`src/rtl/vecmac_pkg.sv`:
```
// Shared definitions for the int8 vector-MAC datapath: default widths and
// the accumulator FSM state encoding.
package vecmac_pkg;

  localparam int DEF_IN_W  = 18;
  localparam int DEF_ACC_W = 32;
  localparam int DEF_LEN_W = 8;

  typedef enum logic [1:0] {
    IDLE  = 2'd0,
    ACCUM = 2'd1,
    HOLD  = 2'd2
  } state_t;

endpackage

```
`src/rtl/vec_accumulator.sv`:
```
// Accumulates a programmed number of adder-tree partial sums into one
// dot-product result and holds it on a valid/ready port until taken.
module vec_accumulator
  import vecmac_pkg::*;
#(
  parameter int IN_W  = DEF_IN_W,
  parameter int ACC_W = DEF_ACC_W,
  parameter int LEN_W = DEF_LEN_W
) (
  input  logic             clk,
  input  logic             rst_n,
  input  logic             start,
  input  logic [LEN_W-1:0] len,
  input  logic             in_valid,
  input  logic [IN_W-1:0]  sum,
  output logic             busy,
  output logic             in_drop,
  output logic             out_valid,
  input  logic             out_ready,
  output logic [ACC_W-1:0] acc_out,
  output logic             overflow
);

  state_t           state;
  logic [LEN_W-1:0] remaining;
  logic [ACC_W:0]   acc_next;

  // One bit wider than the accumulator so the carry out of the top bit is visible.
  always_comb begin
    acc_next = {1'b0, acc_out} + {{(ACC_W + 1 - IN_W){1'b0}}, sum};
  end

  // FSM, beat counter, accumulator and all registered outputs.
  always_ff @(posedge clk) begin
    if (!rst_n) begin
      state     <= IDLE;
      remaining <= '0;
      acc_out   <= '0;
      overflow  <= 1'b0;
      busy      <= 1'b0;
      in_drop   <= 1'b0;
      out_valid <= 1'b0;
    end else begin
      in_drop <= 1'b0;
      case (state)
        IDLE: begin
          if (in_valid) begin
            in_drop <= 1'b1;
          end
          if (start) begin
            remaining <= len;
            acc_out   <= '0;
            overflow  <= 1'b0;
            busy      <= 1'b1;
            if (len == '0) begin
              state     <= HOLD;
              out_valid <= 1'b1;
            end else begin
              state <= ACCUM;
            end
          end
        end
        ACCUM: begin
          if (in_valid) begin
            acc_out   <= acc_next[ACC_W-1:0];
            remaining <= remaining - LEN_W'(1);
            if (acc_next[ACC_W]) begin
              overflow <= 1'b1;
            end
            if (remaining == LEN_W'(1)) begin
              state     <= HOLD;
              out_valid <= 1'b1;
            end
          end
        end
        HOLD: begin
          if (in_valid) begin
            in_drop <= 1'b1;
          end
          if (out_ready) begin
            state     <= IDLE;
            out_valid <= 1'b0;
            busy      <= 1'b0;
          end
        end
        default: begin
          state     <= IDLE;
          out_valid <= 1'b0;
          busy      <= 1'b0;
        end
      endcase
    end
  end

endmodule

```
`config.mk`:
```
export PLATFORM = sky130hd
export DESIGN_NAME = vec_accumulator
export DESIGN_NICKNAME = d
export VERILOG_FILES = /design/src/rtl/vecmac_pkg.sv /design/src/rtl/vec_accumulator.sv
export SDC_FILE = /design/constraint.sdc
export NUM_CORES = 1
export LEC_CHECK = 0
export CORE_AREA = 2 2 71 106
export CTS_CLUSTER_DIAMETER = 40
export DETAILED_ROUTE_END_ITERATION = 16
export DIE_AREA = 0 0 73 108
export PLACE_DENSITY = 0.82
export SLEW_MARGIN = 10
export SYNTH_ARGS = -nofsm -noshare
export SYNTH_HDL_FRONTEND = slang
export SYNTH_SLANG_ARGS = --single-unit
```
`constraint.sdc`:
```
create_clock -name clk -period 2.4 [get_ports clk]
set_clock_uncertainty 0.05 [all_clocks]
set_input_delay 0.48 -clock clk [delete_from_list [all_inputs] [get_ports clk]]
set_output_delay 0.48 -clock clk [all_outputs]
set_load 0.02 [all_outputs]
```
==> qor.yml, run 1 <==
arrival_ns: 2.59
first_iter_violations: 300
syn2layout_area_growth_pct: 57.43
ctsHoldBuffers: 0
route.vias.total: 3735
cts.htree.levels: 2
fillerInstances: 498
nets: 585
cp-end-kind: "flop"
synth_area_leader_cell: "dfxtp_1"
dieArea_um2: 7884
fmax_ghz: 0.4183
cts_root_buf: "clkbuf_8"
grt_pass1_wl_um: 16260
post_drt_wl_per_cell_um: 17.24
seq_area_frac_synth: 0.2973
worstPathMaxFanout: 5
synth_cell_type_count: 50
worstSetupStartpointType: "input port"
critPathRequiredTime_ns: 2.60
multiInputGateArea_um2: 2425
placed_cell_area_um2: 4310
worstHoldPathType: "reg -> reg"
hold_viol: 0
grt_pass1_vias: 3653
antenna_found_initial: 0
status: "finished clean"
synth_area_um2: 3098
io_pins: 67
clk_latency_ns: 0.31
ys_ff_latch: 46
initial_utilization: 0.4491
grt-ovfl-total: 0
finalSetupViolations: 0
clock_path_buffers: 2
synth_edf_count: 0
clk_pin_slew_ns: 0.10
syn_nets: 449
gp_congestion: 0.8836
yosysTopAreaCellShare: 0.2973
drive_gt1_frac: 0.2715
ys.flop_type: "dfxtp_1"
synth_commonest_cells: "55 x nand2_1, 46 x dfxtp_1, 38 x a21oi_1, 25 x o21ai_0, 22 x nor2_1"
drc: 0
dp_hpwl_um: 6897
via_per_inst: 6.103
rsz0062_at_grt: "yes"
slew_viol_final: 0
synth_warnings: 0
n_antenna_cell: 0
path_class: "in -> reg"
avgSynthCellArea_um2: 7.803
min-delay-start: "out_valid"
die_y_um: 108
synth.most_common_cell: "nand2_1"
detail-route-antenna-nets: 0
maxSlewHeadroom: 0.6078
die_w_um: 73
regToRegStartpoint: "acc_out[1]"
worst_pin_slew_ns: 0.5868
syn_inst: 397
finalInstanceArea_um2: 4877
cts_buffers: 5
grt_max_degree: 19
p_leak_nw: 1.914
cts_tree: "yes"
async_reset_ff_frac: 0
port_buffers: 66
synth_area_leaders: "dfxtp_1 30%, ha_1 8.1%, nand2_1 6.7%"
fin_crit_sh: 0.9960
drv_cap: 0
fp-row-count: 37
register_area_um2: 927.1
first_pass_iters: 7
ir_drop_uv: 418.3
worst_hold_slack_ns: 0.4209
core_um2: 6898
p_per_area_nw_per_um2: 420.9
drt_wl_total_um: 10550
period_minus_slack_ns: 2.390
crit_path_start: "sum[7]"
cts_sinks: 46
grt_usage: 0.2563
## per-stage QoR
stage | instances | util | power (mW) | TNS (ns) | worst slack (ns)
floorplan | 397 | - | 1.191 | 0 | 0.002998
finish | 612 | 0.7071 | 2.053 | 0 | 0.009515
global placement | 588 | 0.6249 | 1.435 | -10.47 | -0.5323
detailed placement | 588 | 0.6249 | 1.453 | -12.16 | -0.5931
global route | 612 | 0.7071 | 2.140 | -0.1686 | -0.07818
CTS | 604 | 0.6750 | 1.984 | 0 | 0.0003537
## worst paths after layout
check | to | slack [ns] | depth (start not counted)
setup / recovery | acc_out[25] | 0.01 | 10
hold reg to reg | out_valid | 0.42 | 2
setup reg to reg | acc_out[25] | 0.02 | 9
hold / removal | out_valid | 0.42 | 2
## layout make-up
| type | count | area share |
|---|---|---|
| well taps | 78 | 0.02001 |
| multi-input cells | 321 | 0.4972 |
| repair buffers | 146 | 0.2650 |
| flip-flops and latches | 46 | 0.1901 |
| clock inverters | 2 | 0.002822 |
| inverters | 13 | 0.01001 |
| clock buffers | 6 | 0.01488 |
## cells by family after synthesis
logic type      synth area share
xor+xnor                 0.02262
flops                     0.2973
fa+ha+maj                0.08724
mux                      0.01010
compound gates            0.3013
simple gates              0.2447
buf+inv                  0.03675
## cell usage in the layout, fill, tap and decap left out, types with 5 or more instances in the layout
cell / n
nor2b_1: 7
nor3_1: 5
inv_1: 12
o21ai_1: 6
nand2_1: 51
nand2b_1: 5
and3_1: 7
ha_4: 15
a21oi_1: 28
a2111o_1: 7
clkdlybuf4s50_1: 52
o21ai_0: 17
a22oi_1: 5
dlygate4sd2_1: 7
buf_4: 76
nor2_1: 22
a21o_1: 6
o31ai_1: 7
xnor2_1: 6
nand3_1: 15
a21boi_0: 12
a31oi_1: 5
dfxtp_1: 43
o211ai_1: 5
nand4_1: 7
a21oi_2: 7
clkbuf_8: 5
and2_1: 5
## flip-flops by register name (all words and copies together), names as in the netlist
signal     count
out_valid      1
overflow       1
busy           1
acc_out       32
remaining      8
state          2
in_drop        1
## critical path, cell delays in order
cell	delay [ns]
dlygate4sd2_1	0.26
ha_4	0.28
nand2_2	0.08
buf_4	0.15
a2111oi_4	0.31
buf_4	0.20
nor4_4	0.05
buf_4	0.14
or4_4	0.48
a21oi_2	0.14
## metal layers
metal,part of all wire,vias up,GRT usage,wire length (µm)
li1,-,1748,-,-
met1,0.38,1773,0.2759,4002
met2,0.53,171,0.4813,5584
met3,0.052,43,0.03355,546
met4,0.040,0,0.1138,418
met5,0,-,0,0
## report_power, final
part / internal, mW / switching, mW
registers: 0.802 / 0.0501
clock network: 0.207 / 0.294
logic: 0.342 / 0.357
## what timing repair did
item                                    CTS  global route
endpoints found under the setup margin   21            20
buffers inserted                          7             9
gates cloned                              1             0
endpoints found under the hold margin     0             0
gates resized for setup                  41            45
pin swaps                                20            15
(Power assumes the default switching activity.)
==> run 2: changes to the inputs <==
--- a/config.mk
+++ b/config.mk
@@ -5,11 +5,12 @@
 export SDC_FILE = /design/constraint.sdc
 export NUM_CORES = 1
 export LEC_CHECK = 0
-export CORE_AREA = 2 2 71 106
+export CAP_MARGIN = 5
+export CORE_AREA = 2 2 68 102
 export CTS_CLUSTER_DIAMETER = 40
 export DETAILED_ROUTE_END_ITERATION = 16
-export DIE_AREA = 0 0 73 108
-export PLACE_DENSITY = 0.82
+export DIE_AREA = 0 0 70 104
+export PLACE_DENSITY = 0.85
 export SLEW_MARGIN = 10
 export SYNTH_ARGS = -nofsm -noshare
 export SYNTH_HDL_FRONTEND = slang
==> constraint.sdc (replaced) <==
create_clock -name clk -period 2.83 [get_ports clk]
set_clock_uncertainty 0.05 [all_clocks]
set_input_delay 0.566 -clock clk [delete_from_list [all_inputs] [get_ports clk]]
set_output_delay 0.566 -clock clk [all_outputs]
set_load 0.02 [all_outputs]
==> run 2 against run 1 <==
Net effect: non-clock buffer count shrank 35; cell area fell by 12%; worst setup slack improved by 0.066 ns; sequential share of layout area increased by 2.5 points; critical path depth did not move; first-iteration DRC count fell by 19%; core utilization fell by 3.8 points; via count shrank 8.8%; sequential cell count did not move; sequential power fell by 15%; largest cell class unchanged.
==> qor.yml, run 2 (synthesis gave the netlist of run 1 again) <==
status: "finished clean"
top_regs: "acc_out x32, remaining x8, state x2"
cts_sinks: 46  # unchanged
rsz0062_at_grt: "yes"
p_per_area_nw_per_um2: 388.9  # -7.6%
arrival_ns: 2.94  # +0.35 ns
nets: 550  # -6.0%
critPathRequiredTime_ns: 3.01  # +0.41 ns
dp_hpwl_um: 6530  # -5.3%
swShare: 0.3164  # -0.02539
fp-row-count: 36  # -2.7%
fillerInstances: 564  # +13%
io_pins: 67  # unchanged
grt_pass1_wl_um: 14580  # -10%
grt_pass1_vias: 3422  # -6.3%
clk_pin_slew_ns: 0.09  # about the same
multiInputGateArea_um2: 2087  # -14%
worstHoldPathType: "reg -> reg"
route.vias.total: 3407  # -8.8%
ir_drop_uv: 292.7  # -30%
final_cell_mix: "66 x clkdlybuf4s50_1, 55 x nand2_1, 46 x dfxtp_1, 43 x buf_4, 37 x a21oi_1"
post_drt_wl_per_cell_um: 14.66  # -15%
top_register: "acc_out"
first_pass_iters: 4  # -3
detail-route-antenna-nets: 0  # unchanged
post-route-worst-setup-slack_ns: 0.07523  # +0.06571 ns
path_class: "in -> reg"
grt_usage: 0.2349  # -0.02140
drive_gt1_frac: 0.1283  # -0.1433
finalSetupViolations: 0  # unchanged
via_per_inst: 5.925  # -2.9%
p_seq_frac: 0.433  # +0.018
antenna_found_initial: 0  # unchanged
fin_util: 0.6692  # -0.03785
cp-end-kind: "flop"
dieArea_um2: 7280  # -7.7%
switching_power_mw: 0.5267  # -25%
period_minus_slack_ns: 2.755
pre_cts_slack_ns: -0.3224  # +0.2707 ns
drc: 0  # unchanged
grt_max_degree: 19  # unchanged
cts_buffers: 5  # unchanged
slew_viol_final: 0  # unchanged
register_area_um2: 920.9  # -0.67%
hold_viol: 0  # unchanged
fin_crit_sh: 0.9734
die_y_um: 104  # -3.7%
grt-ovfl-total: 0  # unchanged
worstPathMaxFanout: 8  # +3
setup_tns_ns: 0  # unchanged
syn2layout_area_growth_pct: 38.17
port_buffers: 66  # unchanged
p_leak_nw: 1.674  # -13%
gp_congestion: 0.9216  # +4.3%
largest_reg_flops: 32  # unchanged
p_comb_frac: 0.290  # -0.051
cts_tree: "yes"
n_antenna_cell: 0  # unchanged
p_int_mw: 1.138  # -16%
cts_root_buf: "clkbuf_8"
core_um2: 6396  # -7.3%
first_iter_violations: 243  # -19%
drv_cap: 0  # unchanged
worst_pin_slew_ns: 0.5792  # -0.007623 ns
die_w_um: 70  # -4.1%
p_clk_frac: 0.277  # +0.033
final_common_cell: "clkdlybuf4s50_1"
initial_utilization: 0.4844  # +0.03523
cts.htree.levels: 2  # unchanged
worstSetupStartpointType: "input port"
fmax_ghz: 0.3630
drt_wl_total_um: 8427  # -20%
clock_path_buffers: 2  # unchanged
clk_latency_ns: 0.31  # about the same
maxSlewHeadroom: 0.6090  # +0.001128
-- run 2: changes by cell type in the layout (fill, tap and decap cells not counted), sizes merged --
cell,previous run,this run
buf,79,45
bufbuf,1,0
clkbuf,9,7
clkdlybuf4s50,52,66
clkinv,2,1
dlygate4sd2,7,0
dlymetal6s2s,4,0
-- run 2: what timing repair did --
item,CTS,global route
gates resized for setup,1,5
hold buffers,0,0
buffers inserted,0,1
pin swaps,0,2
setup endpoints to repair,3,16
-- run 2: cell type report --
type,instances,share of cell area
Multi-Input combinational cell,321,0.4876
Timing Repair Buffer,111,0.2391
Sequential cell,46,0.2151
Clock buffer,7,0.02251
Tap cell,76,0.02222
Inverter,13,0.01140
Clock inverter,1,0.002046
-- run 2: final timing paths --
kind / end / depth (start not counted) / slack [ns] / startpoint
setup reg to reg: acc_out[31] / 9 / 0.41 / acc_out[3]
setup / recovery: acc_out[31] / 10 / 0.08 / sum[3]
hold reg to reg: overflow / 1 / 0.44 / overflow
hold / removal: overflow / 1 / 0.44 / overflow
-- run 2: routing by layer --
metal / global-route usage / wire [µm]
met3: 0.03101 / 343
met4: 0.1044 / 252
met2: 0.4299 / 4443
met1: 0.2654 / 3387
met5: 0 / 0
-- run 2: worst max-delay path, stage by stage --
cell	delay (ns)
clkdlybuf4s50_1	0.40
ha_1	0.35
a21o_1	0.14
a21oi_1	0.07
buf_4	0.16
a2111oi_4	0.32
buf_4	0.19
nor4_4	0.07
or4_1	0.51
a21oi_1	0.15
-- run 2: power by group through the flow --
| stage | registers [mW] | clock network, mW | logic [mW] |
|---|---|---|---|
| floorplan | 0.742 | 0 | 0.263 |
| global placement | 0.733 | 0 | 0.461 |
| detailed placement | 0.735 | 0 | 0.472 |
| CTS | 0.720 | 0.471 | 0.476 |
| global route | 0.727 | 0.500 | 0.530 |
| finish | 0.721 | 0.462 | 0.482 |
-- run 2: per-stage QoR --
stage	hold WS, ns	power, mW	area [µm²]	instances
after floorplan	0.4099	1.006	3098	397
final	0.4357	1.665	4280	575
after detailed placement	0.4122	1.207	4144	566
after global routing	0.4591	1.757	4280	575
after global placement	0.3905	1.194	4144	566
after CTS	0.4347	1.667	4253	574
